===== src/rtl/rescale_controller_if.sv =====
// Bundles the controller's handshake, search-engine and output signals.
// master: the controller's view. slave: the surrounding source/engine/sink view.
interface rescale_controller_if #(
    parameter int unsigned NB_PIXEL = 19,
    parameter int unsigned NB_COUNT = 32,
    parameter int unsigned NB_OUT   = 8
) ();
    logic                       i_start;
    logic [NB_COUNT-1:0]        i_imageSize;
    logic                       i_pixValid;
    logic signed [NB_PIXEL-1:0] i_pixValue;
    logic                       o_pixReady;
    logic                       o_pass;
    logic                       o_searchClear;
    logic                       o_searchValid;
    logic signed [NB_PIXEL-1:0] o_searchValue;
    logic signed [NB_PIXEL-1:0] i_searchMax;
    logic signed [NB_PIXEL-1:0] i_searchMin;
    logic                       i_searchEnd;
    logic                       o_outValid;
    logic [NB_OUT-1:0]          o_outPixel;
    logic                       i_outReady;
    logic [4:0]                 o_shift;
    logic                       o_busy;
    logic                       o_done;
    logic                       o_error;

    modport master (
        input  i_start, i_imageSize, i_pixValid, i_pixValue,
        input  i_searchMax, i_searchMin, i_searchEnd, i_outReady,
        output o_pixReady, o_pass, o_searchClear, o_searchValid, o_searchValue,
        output o_outValid, o_outPixel, o_shift, o_busy, o_done, o_error
    );

    modport slave (
        output i_start, i_imageSize, i_pixValid, i_pixValue,
        output i_searchMax, i_searchMin, i_searchEnd, i_outReady,
        input  o_pixReady, o_pass, o_searchClear, o_searchValid, o_searchValue,
        input  o_outValid, o_outPixel, o_shift, o_busy, o_done, o_error
    );
endinterface


===== src/rtl/rescale_controller.sv =====
// Two-pass frame sequencer: pass 1 feeds the extreme-search engine, pass 2 replays
// the frame and maps each value to an unsigned pixel (x - min) >> shift.
module rescale_controller #(
    parameter int unsigned NB_PIXEL = 19,
    parameter int unsigned NB_COUNT = 32,
    parameter int unsigned NB_OUT   = 8,
    parameter int unsigned TIMEOUT  = 64
) (
    input logic                  clock,
    input logic                  reset,
    rescale_controller_if.master bus
);
    localparam int unsigned MaxShift = NB_PIXEL + 1 - NB_OUT;
    localparam int unsigned TimerW   = $clog2(TIMEOUT + 1);
    localparam logic [NB_PIXEL:0] OutMax = {{(NB_PIXEL + 1 - NB_OUT){1'b0}}, {NB_OUT{1'b1}}};

    typedef enum logic [2:0] {
        StIdle, StClear, StSearch, StWaitEnd, StCalc, StRescale, StDrain, StDone
    } state_e;

    state_e state_q, state_d;

    logic [NB_COUNT-1:0]        size_q, size_d;
    logic [NB_COUNT-1:0]        count_q, count_d;
    logic signed [NB_PIXEL-1:0] min_q, min_d;
    logic [4:0]                 shift_q, shift_d;
    logic                       err_q, err_d;
    logic [TimerW-1:0]          timer_q, timer_d;
    logic                       srch_valid_q, srch_valid_d;
    logic [NB_PIXEL-1:0]        srch_value_q, srch_value_d;
    logic                       out_valid_q, out_valid_d;
    logic [NB_OUT-1:0]          out_pixel_q, out_pixel_d;

    logic                pix_ready, pass, clear, busy, done;
    logic                handshake, last_pix, timeout_hit, calc_fault;
    logic [NB_PIXEL:0]   range_w, diff, shifted;
    logic [4:0]          calc_shift;
    logic [NB_OUT-1:0]   scaled;

    assign handshake   = bus.i_pixValid & pix_ready;
    assign last_pix    = (count_q == size_q - NB_COUNT'(1));
    assign timeout_hit = (timer_q == TimerW'(TIMEOUT - 1));
    // Engine reports max below min only on a fault.
    assign calc_fault  = (bus.i_searchMax < bus.i_searchMin);

    // Range of the frame and the smallest shift that fits it into NB_OUT bits.
    always_comb begin
        range_w = {bus.i_searchMax[NB_PIXEL-1], bus.i_searchMax}
                - {bus.i_searchMin[NB_PIXEL-1], bus.i_searchMin};
        calc_shift = 5'(MaxShift);
        // Descending scan so the last hit is the smallest fitting shift.
        for (int s = int'(MaxShift); s >= 0; s--) begin
            if ((range_w >> s) <= OutMax) begin
                calc_shift = 5'(s);
            end
        end
    end

    // Map one replayed value to a clamped output pixel.
    always_comb begin
        diff    = {bus.i_pixValue[NB_PIXEL-1], bus.i_pixValue} - {min_q[NB_PIXEL-1], min_q};
        shifted = diff >> shift_q;
        if (diff[NB_PIXEL]) begin
            scaled = '0;
        end else if (shifted > OutMax) begin
            scaled = '1;
        end else begin
            scaled = shifted[NB_OUT-1:0];
        end
    end

    // FSM state register.
    always_ff @(posedge clock or negedge reset) begin
        if (!reset) begin
            state_q <= StIdle;
        end else begin
            state_q <= state_d;
        end
    end

    // FSM next-state logic.
    always_comb begin
        state_d = state_q;
        unique case (state_q)
            StIdle: begin
                if (bus.i_start && (bus.i_imageSize != '0)) begin
                    state_d = StClear;
                end
            end
            StClear:   state_d = StSearch;
            StSearch: begin
                if (handshake && last_pix) begin
                    state_d = StWaitEnd;
                end
            end
            StWaitEnd: begin
                if (bus.i_searchEnd) begin
                    state_d = StCalc;
                end else if (timeout_hit) begin
                    state_d = StIdle;
                end
            end
            StCalc:    state_d = calc_fault ? StIdle : StRescale;
            StRescale: begin
                if (handshake && last_pix) begin
                    state_d = StDrain;
                end
            end
            StDrain: begin
                if (!out_valid_q || bus.i_outReady) begin
                    state_d = StDone;
                end
            end
            StDone:    state_d = StIdle;
            default:   state_d = StIdle;
        endcase
    end

    // FSM state-decoded outputs.
    always_comb begin
        pix_ready = 1'b0;
        pass      = 1'b0;
        clear     = 1'b0;
        done      = 1'b0;
        busy      = (state_q != StIdle);
        unique case (state_q)
            StClear:   clear = 1'b1;
            StSearch:  pix_ready = 1'b1;
            StRescale: begin
                pass = 1'b1;
                // Single output register: accept only if it is empty or draining now.
                pix_ready = bus.i_outReady | ~out_valid_q;
            end
            StDone:    done = 1'b1;
            default:   ;
        endcase
    end

    // Datapath next-state: counters, latched frame parameters and output registers.
    always_comb begin
        size_d       = size_q;
        count_d      = count_q;
        min_d        = min_q;
        shift_d      = shift_q;
        err_d        = err_q;
        timer_d      = timer_q;
        srch_valid_d = 1'b0;
        srch_value_d = srch_value_q;
        out_valid_d  = out_valid_q;
        out_pixel_d  = out_pixel_q;
        unique case (state_q)
            StIdle: begin
                if (bus.i_start) begin
                    size_d  = bus.i_imageSize;
                    count_d = '0;
                    err_d   = (bus.i_imageSize == '0);
                end
            end
            StSearch: begin
                timer_d = '0;
                if (handshake) begin
                    srch_valid_d = 1'b1;
                    srch_value_d = bus.i_pixValue;
                    count_d      = count_q + NB_COUNT'(1);
                end
            end
            StWaitEnd: begin
                timer_d = timer_q + TimerW'(1);
                if (!bus.i_searchEnd && timeout_hit) begin
                    err_d = 1'b1;
                end
            end
            StCalc: begin
                min_d   = bus.i_searchMin;
                count_d = '0;
                if (calc_fault) begin
                    err_d = 1'b1;
                end else begin
                    shift_d = calc_shift;
                end
            end
            StRescale: begin
                if (handshake) begin
                    out_valid_d = 1'b1;
                    out_pixel_d = scaled;
                    count_d     = count_q + NB_COUNT'(1);
                end else if (bus.i_outReady) begin
                    out_valid_d = 1'b0;
                end
            end
            StDrain: begin
                if (bus.i_outReady) begin
                    out_valid_d = 1'b0;
                end
            end
            default: ;
        endcase
    end

    // Datapath registers.
    always_ff @(posedge clock or negedge reset) begin
        if (!reset) begin
            size_q       <= '0;
            count_q      <= '0;
            min_q        <= '0;
            shift_q      <= '0;
            err_q        <= 1'b0;
            timer_q      <= '0;
            srch_valid_q <= 1'b0;
            srch_value_q <= '0;
            out_valid_q  <= 1'b0;
            out_pixel_q  <= '0;
        end else begin
            size_q       <= size_d;
            count_q      <= count_d;
            min_q        <= min_d;
            shift_q      <= shift_d;
            err_q        <= err_d;
            timer_q      <= timer_d;
            srch_valid_q <= srch_valid_d;
            srch_value_q <= srch_value_d;
            out_valid_q  <= out_valid_d;
            out_pixel_q  <= out_pixel_d;
        end
    end

    assign bus.o_pixReady    = pix_ready;
    assign bus.o_pass        = pass;
    assign bus.o_searchClear = clear;
    assign bus.o_searchValid = srch_valid_q;
    assign bus.o_searchValue = srch_value_q;
    assign bus.o_outValid    = out_valid_q;
    assign bus.o_outPixel    = out_pixel_q;
    assign bus.o_shift       = shift_q;
    assign bus.o_busy        = busy;
    assign bus.o_done        = done;
    assign bus.o_error       = err_q;
endmodule


===== src/flat_wrapper.sv =====
// flat-port wrapper written by rule: the top's interface ports become plain ports
module rescale_controller_flat 
#(
    parameter int unsigned NB_PIXEL = 19,
    parameter int unsigned NB_COUNT = 32,
    parameter int unsigned NB_OUT   = 8,
    parameter int unsigned TIMEOUT  = 64
)
  (clock, reset, bus_i_start, bus_i_imageSize, bus_i_pixValid, bus_i_pixValue, bus_i_searchMax, bus_i_searchMin, bus_i_searchEnd, bus_i_outReady, bus_o_pixReady, bus_o_pass, bus_o_searchClear, bus_o_searchValid, bus_o_searchValue, bus_o_outValid, bus_o_outPixel, bus_o_shift, bus_o_busy, bus_o_done, bus_o_error);
  rescale_controller_if #(.NB_PIXEL(NB_PIXEL), .NB_COUNT(NB_COUNT), .NB_OUT(NB_OUT)) bus_i ();
  input logic clock;
  input logic reset;
  input wire logic [$bits(bus_i.i_start)-1:0] bus_i_start;
  input wire logic [$bits(bus_i.i_imageSize)-1:0] bus_i_imageSize;
  input wire logic [$bits(bus_i.i_pixValid)-1:0] bus_i_pixValid;
  input wire logic [$bits(bus_i.i_pixValue)-1:0] bus_i_pixValue;
  input wire logic [$bits(bus_i.i_searchMax)-1:0] bus_i_searchMax;
  input wire logic [$bits(bus_i.i_searchMin)-1:0] bus_i_searchMin;
  input wire logic [$bits(bus_i.i_searchEnd)-1:0] bus_i_searchEnd;
  input wire logic [$bits(bus_i.i_outReady)-1:0] bus_i_outReady;
  output wire logic [$bits(bus_i.o_pixReady)-1:0] bus_o_pixReady;
  output wire logic [$bits(bus_i.o_pass)-1:0] bus_o_pass;
  output wire logic [$bits(bus_i.o_searchClear)-1:0] bus_o_searchClear;
  output wire logic [$bits(bus_i.o_searchValid)-1:0] bus_o_searchValid;
  output wire logic [$bits(bus_i.o_searchValue)-1:0] bus_o_searchValue;
  output wire logic [$bits(bus_i.o_outValid)-1:0] bus_o_outValid;
  output wire logic [$bits(bus_i.o_outPixel)-1:0] bus_o_outPixel;
  output wire logic [$bits(bus_i.o_shift)-1:0] bus_o_shift;
  output wire logic [$bits(bus_i.o_busy)-1:0] bus_o_busy;
  output wire logic [$bits(bus_i.o_done)-1:0] bus_o_done;
  output wire logic [$bits(bus_i.o_error)-1:0] bus_o_error;
  assign bus_i.i_start = bus_i_start;
  assign bus_i.i_imageSize = bus_i_imageSize;
  assign bus_i.i_pixValid = bus_i_pixValid;
  assign bus_i.i_pixValue = bus_i_pixValue;
  assign bus_i.i_searchMax = bus_i_searchMax;
  assign bus_i.i_searchMin = bus_i_searchMin;
  assign bus_i.i_searchEnd = bus_i_searchEnd;
  assign bus_i.i_outReady = bus_i_outReady;
  assign bus_o_pixReady = bus_i.o_pixReady;
  assign bus_o_pass = bus_i.o_pass;
  assign bus_o_searchClear = bus_i.o_searchClear;
  assign bus_o_searchValid = bus_i.o_searchValid;
  assign bus_o_searchValue = bus_i.o_searchValue;
  assign bus_o_outValid = bus_i.o_outValid;
  assign bus_o_outPixel = bus_i.o_outPixel;
  assign bus_o_shift = bus_i.o_shift;
  assign bus_o_busy = bus_i.o_busy;
  assign bus_o_done = bus_i.o_done;
  assign bus_o_error = bus_i.o_error;
  rescale_controller #(.NB_PIXEL(NB_PIXEL), .NB_COUNT(NB_COUNT), .NB_OUT(NB_OUT), .TIMEOUT(TIMEOUT)) u_core (.clock(clock), .reset(reset), .bus(bus_i));
endmodule

===== config.mk =====
export PLATFORM = sky130hd
export DESIGN_NAME = rescale_controller_flat
export DESIGN_NICKNAME = d
export VERILOG_FILES = /design/src/rtl/rescale_controller_if.sv /design/src/rtl/rescale_controller.sv /design/src/flat_wrapper.sv
export SDC_FILE = /design/constraint.sdc
export NUM_CORES = 1
export LEC_CHECK = 0
export CORE_ASPECT_RATIO = 0.5
export CORE_MARGIN = 4
export CORE_UTILIZATION = 45
export CTS_BUF_LIST = sky130_fd_sc_hd__clkbuf_8
export CTS_CLUSTER_SIZE = 30
export DETAILED_ROUTE_END_ITERATION = 12
export DONT_BUFFER_PORTS = 1
export REMOVE_ABC_BUFFERS = 1
export SLEW_MARGIN = 20
export SYNTH_ARGS = -nofsm -noshare
export SYNTH_HDL_FRONTEND = slang
export SYNTH_SLANG_ARGS = --single-unit

===== constraint.sdc =====
create_clock -name clock -period 4.55 [get_ports clock]
set_input_delay 0.6825 -clock clock [delete_from_list [all_inputs] [get_ports clock]]
set_output_delay 0.6825 -clock clock [all_outputs]
set_load 0.01 [all_outputs]

==> flow_metrics.py <==
metrics = {
    "drt": {
        "dr_wl_met2_um": 12000,
        "viasPerCell": 5.94,
        "first_iter_violations": 495,
        "avgRoutedWirePerCell_um": 18.2,
        "met1Wirelength_um": 12100,
        "ant_nets": 0,
        "met3WireLength_um": 1190,
        "routed.top_layer": "met4",
        "drcViolationCount": 0,
        "vias": 8416,
        "firstDrtPassIters": 5,
        "totalWireLength_um": 25700,
    },
    "floorplan": {
        "coreArea_um2": 20700,
        "chipHeight_um": 111,
        "die_area_um2": 23900,
        "start_util": 0.463,
        "design.portCount": 135,
        "die_w_um": 215,
        "rows": 37,
    },
    "cells_and_area": {
        "area.growth.synth_to_final_pct": 7.27,
        "stdcell_area_um2": 10300,
        "n_antenna_cell": 0,
        "drive_above_1_share": 0.104,
        "nFillCells": 2007,
        "layout.nets": 1269,
        "layout_common_cells": "nand2_1, dfrtp_1, o21ai_0",
    },
    "setup_path": {
        "reg2reg_depth": 14,
        "crit_type": "reg2reg",
        "cp.arrival_ns": 4.55,
        "reg2reg_slack_ns": 0.37,
        "startpoint_type": "flop",
        "r2r-end": "u_core.bus.o_outPixel[5]",
        "cp.required_ns": 4.92,
        "crit_path_end_kind": "flop",
        "path_max_fanout": 5,
        "reg2reg_from": "u_core.min_q[0]",
    },
    "grt": {
        "antenna_found_initial": 0,
        "grt_max_degree": 128,
        "grt_pass1_vias": 8271,
        "grt_pass1_wl_um": 42400,
        "grt-ovfl-total": 0,
        "grt_usage": 0.217,
    },
    "pwr": {
        "p_comb_frac": 0.537,
        "power_leakage_nw": 4.28,
        "pwr_density_cell_nw_per_um2": 667,
        "vdd_drop_max_v": 0.000336,
        "switching_share": 0.470,
        "power.internal_mw": 3.64,
        "power.share.clock": 0.155,
        "seq_power_share": 0.308,
        "netSwitchingPower_mw": 3.23,
    },
    "timing": {
        "period_needed_ns": 4.18,
        "fin_tns_setup_ns": 0,
        "slew-limit-headroom": 0.418,
        "tightest_slew_ns": 0.865,
        "finalCritPeriodShare": 0.919,
        "grt_setup_unrepaired": "no",
        "hold_viol": 0,
        "slew_viol_final": 0,
        "achievable-frequency_mhz": 239,
        "setup_viol": 0,
        "clock_skew_ns": 0.0155,
    },
    "clock_network": {
        "clk_latency_ns": 0.48,
        "cts_buffer_depth": 2,
        "cts_setup_buffers": 0,
        "ctsHoldBuffers": 1,
        "cts_root_buf": "clkbuf_8",
        "clk_pin_slew_ns": 0.09,
        "cts_resized": 0,
        "h-tree-depth": 4,
        "cts_tree": "yes",
        "clock_sinks": 127,
        "cts-buffers-inserted": 17,
    },
    "logic_synthesis": {
        "async_flop_share": 1.00,
        "ys_types": 80,
        "syn_inst": 1145,
        "synthFlopType": "dfrtp_1",
        "yosysSeqAreaShare": 0.331,
        "ys_ff_latch": 127,
        "yosys_warnings": 0,
        "synthesis.area_per_instance_um2": 8.38,
        "syn_area_um2": 9600,
        "synth_edf_count": 0,
    },
    "placement": {
        "dp_hpwl_um": 19300,
        "placed_area_um2": 9850,
        "port_buffers": 0,
        "place_congestion": 0.873,
    },
    "run_status": {
        "status": "finished clean",
    },
    "hold_path": {
        "worstHoldPathType": "in2async",
    },
    "flow_run": {
        "max_cap_viol_count": 0,
    },
}
## worst max-delay path, cell delays in order (launching register included)
cell and delay (ns):
dfrtp_1 0.37, ha_1 0.16, inv_1 0.05, fa_1 0.39
a21o_1 0.23, a221o_1 0.34, a221oi_2 0.45, o211ai_1 0.15
nor3b_1 0.15, or4b_1 0.59, or3_1 0.39, o21ai_0 0.09
nand4_1 0.24, nor4_1 0.34, o211ai_1 0.13
## sequential cells by signal, indices dropped and copies added, names as in the netlist
signal	count
u_core.bus.o_shift	4
u_core.state_q	3
u_core.bus.o_outPixel	8
u_core.bus.o_outValid	1
u_core.size_q	32
u_core.count_q	32
u_core.bus.o_error	1
u_core.bus.o_searchValid	1
u_core.timer_q	7
u_core.min_q	19
u_core.bus.o_searchValue	19
## final cells by class
cell class	count	area, µm²	area share
clock inverter	15	181	0.0176
inverter	63	236	0.0230
timing repair buffer	16	140	0.0136
multi-input combinational	905	5980	0.581
clock buffer	17	234	0.0227
tap	273	342	0.0332
sequential	127	3180	0.309
## worst max-delay path by stage
| stage | start | end | cells past startpoint | slack [ns] |
|---|---|---|---|---|
| after floorplan | bus_i_pixValue[0] | u_core.bus.o_outPixel[5] | 15 | 0.28 |
| after global placement | bus_i_pixValue[0] | u_core.bus.o_outPixel[3] | 15 | 0.12 |
| after detailed placement | bus_i_pixValue[0] | u_core.bus.o_outPixel[5] | 15 | 0.03 |
| after CTS | u_core.min_q[0] | u_core.bus.o_outPixel[5] | 14 | 0.39 |
| after global routing | u_core.min_q[0] | u_core.bus.o_outPixel[1] | 14 | 0.06 |
| final | u_core.min_q[0] | u_core.bus.o_outPixel[5] | 14 | 0.37 |
## layer usage
metal / vias up / GRT usage
met3: 32 / 0.0528
met4: 0 / 0.0630
li1: 4109 / -
met5: - / 0
met2: 183 / 0.352
met1: 4092 / 0.289
## kinds of logic (layout without fill, tap and decap cells)
| group | after synthesis | in the layout | share of synthesized area |
|---|---|---|---|
| buffers and inverters | 113 | 111 | 0.0455 |
| and+or+nand+nor | 409 | 409 | 0.211 |
| other | 1 | 1 | 0.000391 |
| muxes | 71 | 71 | 0.0808 |
| AOI/OAI and AO/OA | 298 | 298 | 0.197 |
| xor gates and xnor gates | 82 | 82 | 0.0748 |
| DFF | 127 | 127 | 0.331 |
| adders and majority gates | 44 | 44 | 0.0589 |
## power groups by stage
stage	registers [mW]	logic (mW)	clock network (mW)
global placement	2.12	3.56	0
floorplan	1.99	2.78	0
global route	2.18	4.13	1.15
CTS	2.12	3.66	1.10
finish	2.12	3.69	1.07
detailed placement	2.13	3.61	0
## per-stage QoR
stage	util	cells	setup slack, ns	hold WS [ns]	power, mW
6_report	0.496	1416	0.368	0.152	6.87
3_3_place_gp	0.475	1383	0.121	0.390	5.68
4_1_cts	0.496	1416	0.389	0.163	6.87
3_5_place_dp	0.475	1383	0.0257	0.390	5.74
5_1_grt	0.496	1416	0.0628	0.178	7.46
2_1_floorplan	-	1095	0.283	0.387	4.77
## synth_stat cells (4+ instances only)
library cell	n	area (µm²)
dfrtp_1	127	3180
nand2_1	127	477
o21ai_0	85	425
nor2_1	83	312
a21oi_1	72	360
inv_1	58	218
mux2_2	52	586
clkbuf_1	44	165
ha_1	42	526
xnor2_1	41	359
xor2_1	41	359
nand3_1	34	170
nor3_1	26	130
a211oi_1	24	180
nor4_1	21	131
mux2i_1	19	190
nand4_1	17	106
or3_1	16	100
nor2b_1	15	93.8
o211ai_1	14	105
o21a_1	14	105
and3_1	13	81.3
a31oi_1	12	75.1
o22ai_1	10	62.6
nand2b_1	9	56.3
and2_1	8	50.1
a21o_1	7	52.6
nor3b_1	7	52.6
or2_2	7	43.8
a22oi_1	6	45.0
a311oi_1	6	52.6
o31ai_1	6	45.0
or4_1	6	45.0
a21boi_0	5	37.5
nand3b_1	5	37.5
clkinv_1	4	15.0
No activity file was read; power rests on OpenSTA's default activity.
==> edit 1, RTL diff (config.mk and constraints unchanged) <==
Reset style: synchronous (`reset`), changed in 2 clocked blocks.
--- a/src/rtl/rescale_controller.sv
+++ b/src/rtl/rescale_controller.sv
@@ -71,5 +71,5 @@
 
     // FSM state register.
-    always_ff @(posedge clock or negedge reset) begin
+    always_ff @(posedge clock) begin
         if (!reset) begin
             state_q <= StIdle;
@@ -199,5 +199,5 @@
 
     // Datapath registers.
-    always_ff @(posedge clock or negedge reset) begin
+    always_ff @(posedge clock) begin
         if (!reset) begin
             size_q       <= '0;
Function: differs if reset is asserted again (counterexample within 4 cycles, from zero or initial values and one cycle with reset low); with reset held inactive, the same outputs for 10 cycles.
==> edit 1 against the unedited design <==
Non-clock buffer count is 7 lower. Synthesized cell count grew 12%. Setup slack gained 290 ps. Final area is 3.0% lower. Hold slack better by 180 ps. Synthesized area down 2.0%. Routed wire length up 1.3%. Sequential cell count is the same. Critical path type unchanged. Largest cell class unchanged.
Power is not compared: it rests on default switching activity, and its combinational part moved more than twofold at a synthesized area within 25%.
==> edit 1: results (changes against the unedited design) <==
| Metric | Value |
|---|---|
| Status | `completed` |
| Met2 Use GR | `38.9% (+3.7 points)` |
| Grt met3 use | `5.06% (-0.22 points)` |
| Largest net degree at the start of global routing | `44 (-66%)` |
| First-pass GRT wire length | `41900 um (-1.2%)` |
| Gp weighted congestion | `0.942 (+7.8%)` |
| Inverters | `66 (+4.8%)` |
| Number of fill cells | `2113 (+5.3%)` |
| Largest delay share family, worst path | `compound AO/OA/AOI/OAI gates` |
| Commonest cells post-synth | `nand2_1, a21oi_1, dfxtp_1` |
| HPWL Detailed | `20000 um (+3.8%)` |
| Met3 wire length | `1250 um (+4.7%)` |
| Multi-input combinational area share | `63.9% (+5.8 points)` |
| Critical path peak fanout | `8 (+3)` |
| ClkCell Share | `4.06% (+0.023 points)` |
| GRT Util Overall | `22.2% (+0.57 points)` |
| Worst path slowest cell | `o41ai_4` |
| Met2 WL | `12700 um (+5.6%)` |
| Vias in the first global route | `8426 (+1.9%)` |
| Skew final | `19.3 ps (+3.79 ps)` |
| Final nets | `1393 (+9.8%)` |
| LEAKAGE | `3.72 nW` |
| Vias post-DR | `8934 (+6.2%)` |
| CP max stage delay | `610 ps (+20 ps)` |
| Setup TNS | `0 ps (unchanged)` |
| DR top layer | `met4` |
| Sequential area share after synthesis | `27.0% (-6.1 points)` |
| CTS clk-pin slew, worst paths | `70 ps (-20 ps)` |
| Reg area | `0.00254 mm2 (-20%)` |
| Bufs w/o clock | `9 (-7)` |
| Layout cell share with drive strength beyond 1 | `5.15% (-5.3 points)` |
| Post-synth cell types | `83 (+3.8%)` |
| # clk buffers | `19 (+2)` |
| Comb_multi_in | `1029 (+14%)` |
| Synth warn | `0 (unchanged)` |
| Iter 0 DRT Violations | `458 (-7.5%)` |
| Post-Route WL | `26100 um (+1.3%)` |
| Worst EP arrival | `4200 ps (-350 ps)` |
| Post CTS Setup Buffer Count | `0 (unchanged)` |
| Hold WC Path Type | `primary input to flip-flop` |
| Async SR Flop Fraction | `0% (-100 points)` |
| Tightest Pin Transition | `813 ps (-51.7 ps)` |
| Dpl ws | `331 ps (+305 ps)` |
| WL met1 | `11600 um (-4.5%)` |
| Max-slew violations | `0 (unchanged)` |
| Synth area leaders | `dfxtp_1, nand2_1, a21oi_1` |
| Met1 usage | `27.2% (-1.7 points)` |
| Non-clk buf share | `0.676% (-0.68 points)` |
[edit 1: cell types whose count changed after synthesis, sizes merged, moves of 8 or more]
cell   unedited run  this run
mux2i            19        27
o21ai            85        49
dfxtp             0       127
a21oi            72       133
dfrtp           127         0
nor2             83       106
a21o              7        17
nand2           127       224
mux2             52         4
xnor2            41        50
[edit 1: where the power goes]
part / internal, mW / switching [mW] / total [mW]
clock network: 0.562 / 0.464 / 1.03
logic: 0.516 / 0.789 / 1.31
registers: 1.20 / 0.123 / 1.32
total: 2.28 / 1.38 / 3.66
[edit 1: cells by family (layout without fill, tap and decap cells)]
family                     Yosys count  after routing  synth area share [%]
AOI/OAI and AO/OA                  342            342                  23.5
xor gates and xnor gates            90             90                  8.38
other                                1              1                0.0399
buffers and inverters              128            106                  5.20
and+or+nand+nor                    516            516                  25.7
DFF                                127            127                  27.0
muxes                               32             32                  3.59
adders and majority gates           48             48                  6.54
[edit 1: worst paths after layout]
path | from | end | slack, ps | cells after the start
setup reg to reg | u_core.min_q[0] | u_core.bus.o_outPixel[2] | 660 | 12
hold reg to reg | u_core.min_q[11] | u_core.min_q[11] | 450 | 2
hold / removal | bus_i_imageSize[4] | u_core.size_q[4] | 330 | 2
setup / recovery | u_core.min_q[0] | u_core.bus.o_outPixel[2] | 660 | 12
[edit 1: worst register-to-register path, stage by stage (launching register included)]
cell	delay, ps
dfxtp_1	340
ha_1	160
inv_1	50
fa_1	420
a211oi_1	360
o211ai_2	210
a21boi_2	240
xor2_1	390
o22ai_1	130
a211oi_1	390
a222oi_1	250
o41ai_4	610
a41oi_1	190
[edit 1: metrics by stage]
stage               cells  power, mW  area [um2]
floorplan            1222       2.33        9170
global placement     1504       2.61        9570
detailed placement   1504       2.65        9580
CTS                  1535       3.69        9980
global route         1535       3.91        9990
finish               1535       3.66        9990
==> edit 2, RTL diff (same settings) <==
Without the edit above. `NB_COUNT` is set to 32 in 3 places; all go to 48.
--- a/src/rtl/rescale_controller_if.sv
+++ b/src/rtl/rescale_controller_if.sv
@@ -3,5 +3,5 @@
 interface rescale_controller_if #(
     parameter int unsigned NB_PIXEL = 19,
-    parameter int unsigned NB_COUNT = 32,
+    parameter int unsigned NB_COUNT = 48,
     parameter int unsigned NB_OUT   = 8
 ) ();
--- a/src/rtl/rescale_controller.sv
+++ b/src/rtl/rescale_controller.sv
@@ -3,5 +3,5 @@
 module rescale_controller #(
     parameter int unsigned NB_PIXEL = 19,
-    parameter int unsigned NB_COUNT = 32,
+    parameter int unsigned NB_COUNT = 48,
     parameter int unsigned NB_OUT   = 8,
     parameter int unsigned TIMEOUT  = 64
--- a/src/flat_wrapper.sv
+++ b/src/flat_wrapper.sv
@@ -3,5 +3,5 @@
 #(
     parameter int unsigned NB_PIXEL = 19,
-    parameter int unsigned NB_COUNT = 32,
+    parameter int unsigned NB_COUNT = 48,
     parameter int unsigned NB_OUT   = 8,
     parameter int unsigned TIMEOUT  = 64
Interface: changed (resized bus_i_imageSize); port bits go from 135 to 151. The function was not compared with the original's and may differ.
==> edit 2 against the unedited design <==
Count of clock-buffer cells in the layout increased by 5. Largest cell class unchanged. Global-route usage increased by 1.4 points. Sequential cell count increased by 32. Final area increased by 21%. Final cell count increased by 18%. Setup slack improved by 89 ps. Routed wire length increased by 29%. Synthesized area increased by 23%. Core utilization decreased by 0.61 points. Total power increased by 14%. Sequential power increased by 22%.
==> edit 2: results (changes against the unedited design) <==
| Metric | Value |
|---|---|
| Status | `completed` |
| Drt pass-1 iters | `8 (+3)` |
| LEAKAGE | `5.22 nW (+22%)` |
| Crit path launch | `u_core.size_q[6]` |
| HPWL Detailed | `25300 um (+31%)` |
| Top-area cell type share of the netlist area | `33.8% (+0.73 points)` |
| Iter 0 DRT Violations | `762 (+54%)` |
| Critical path peak fanout | `7 (+2)` |
| Number of fill cells | `2438 (+21%)` |
| R2R cell count | `10 (-4)` |
| Multiplexer share of the synthesized area | `9.53% (+1.5 points)` |
| Vias post-DR | `10052 (+19%)` |
| Gp weighted congestion | `0.895 (+2.5%)` |
| Sequential area share after synthesis | `33.8% (+0.73 points)` |
| Slew headroom | `38.6% (-3.2 points)` |
| Post-synth cell types | `91 (+14%)` |
| Synth area leaders | `dfrtp_1, mux2_2, xor2_1` |
| Skew final | `20.2 ps (+4.70 ps)` |
| XOR/XNOR Fraction of Synth Area | `8.86% (+1.4 points)` |
| Adder-Cell Fraction of Synth Area | `4.70% (-1.2 points)` |
| Largest net degree at the start of global routing | `160 (+25%)` |
| Primary FF master, synth | `dfrtp_1` |
| First-pass GRT wire length | `53300 um (+26%)` |
| GRT Util Overall | `23.0% (+1.4 points)` |
| Synth Area in Compound Gates | `16.1% (-3.6 points)` |
| Synth warn | `0 (unchanged)` |
| Reg2Reg Capture Point | `u_core.state_q[0]` |
| Routed len/inst | `19.9 um (+9.3%)` |
| Inst Count DP | `1644 (+19%)` |
| Commonest cells post-synth | `dfrtp_1, nor2_1, nand2_1` |
| Final nets | `1474 (+16%)` |
| Vias/cell | `5.99 (+0.85%)` |
| Layout cell share with drive strength beyond 1 | `11.5% (+1.1 points)` |
| Worst EP arrival | `4480 ps (-70 ps)` |
| VDD IR max | `0.282 mV (-16%)` |
| Final WS setup | `457 ps (+89.2 ps)` |
| Cell count after synthesis | `1345 (+17%)` |
| Biggest regs | `u_core.count_q x48, u_core.size_q x48` |
| Vias in the first global route | `9908 (+20%)` |
| Worst-Skew Late Latency | `500 ps (+20 ps)` |
edit 2: changes by cell type after synthesis, moves of 11 or more:
cell / before / now
xor2_1: 41 / 60
nand4_1: 17 / 29
a21o_1: 7 / 23
xnor2_1: 41 / 59
o21ai_0: 85 / 66
nand3_1: 34 / 50
nor4_1: 21 / 35
nor2_1: 83 / 126
a21oi_1: 72 / 50
dfrtp_1: 127 / 159
nand2_1: 127 / 116
mux2_2: 52 / 70
edit 2: power by group:
group | internal [mW] | switching [mW]
Combinational | 1.81 | 2.43
Sequential | 1.90 | 0.689
Clock | 0.457 | 0.577
edit 2: cell families (layout without fill, tap and decap cells):
logic type | count (synthesis) | count (layout)
mux | 97 | 97
other cells | 1 | 1
buf+inv | 124 | 112
flops | 159 | 159
xor+xnor | 119 | 119
fa+ha+maj | 43 | 43
simple gates | 521 | 521
compound gates | 281 | 281
edit 2: worst min-delay path by stage:
stage               start            endpoint  slack, ps  depth (start not counted)
global route        reset   u_core.size_q[10]        220                          1
floorplan           reset  u_core.bus.o_error        390                          0
CTS                 reset  u_core.count_q[22]        220                          1
finish              reset  u_core.count_q[12]        170                          1
global placement    reset   u_core.size_q[16]        390                          0
detailed placement  reset   u_core.size_q[16]        390                          0
edit 2: through the flow:
stage	power [mW]	instance area, um2
after global routing	8.48	12500
after CTS	7.86	12500
final	7.86	12500
after floorplan	5.65	11500
after global placement	6.71	12100
after detailed placement	6.77	12100
edit 2: layout make-up:
cell class / count / area, um2 / share of cell area [%]
well taps: 344 / 430 / 3.45
multi-input cells: 1062 / 7310 / 58.6
clock inverters: 10 / 77.6 / 0.622
inverters: 64 / 240 / 1.93
flip-flops and latches: 159 / 3980 / 31.9
repair buffers: 16 / 140 / 1.12
clock buffers: 22 / 303 / 2.43
edit 2: critical path: stages, from the launching register on:
cell,delay (ps)
dfrtp_1,480
or4_4,620
or4_4,590
nor4_4,390
nand4_1,210
xnor2_1,180
nor4_1,340
nand4_1,220
nor4_2,520
nor2_1,90
o32a_1,340
edit 2: routing by layer:
layer / vias up / global-route usage, % / wire length, um
met5: - / 0 / 0
li1: 4816 / - / -
met1: 4961 / 30.0 / 15200
met4: 0 / 6.08 / 551
met2: 236 / 39.4 / 16000
met3: 39 / 5.16 / 1570
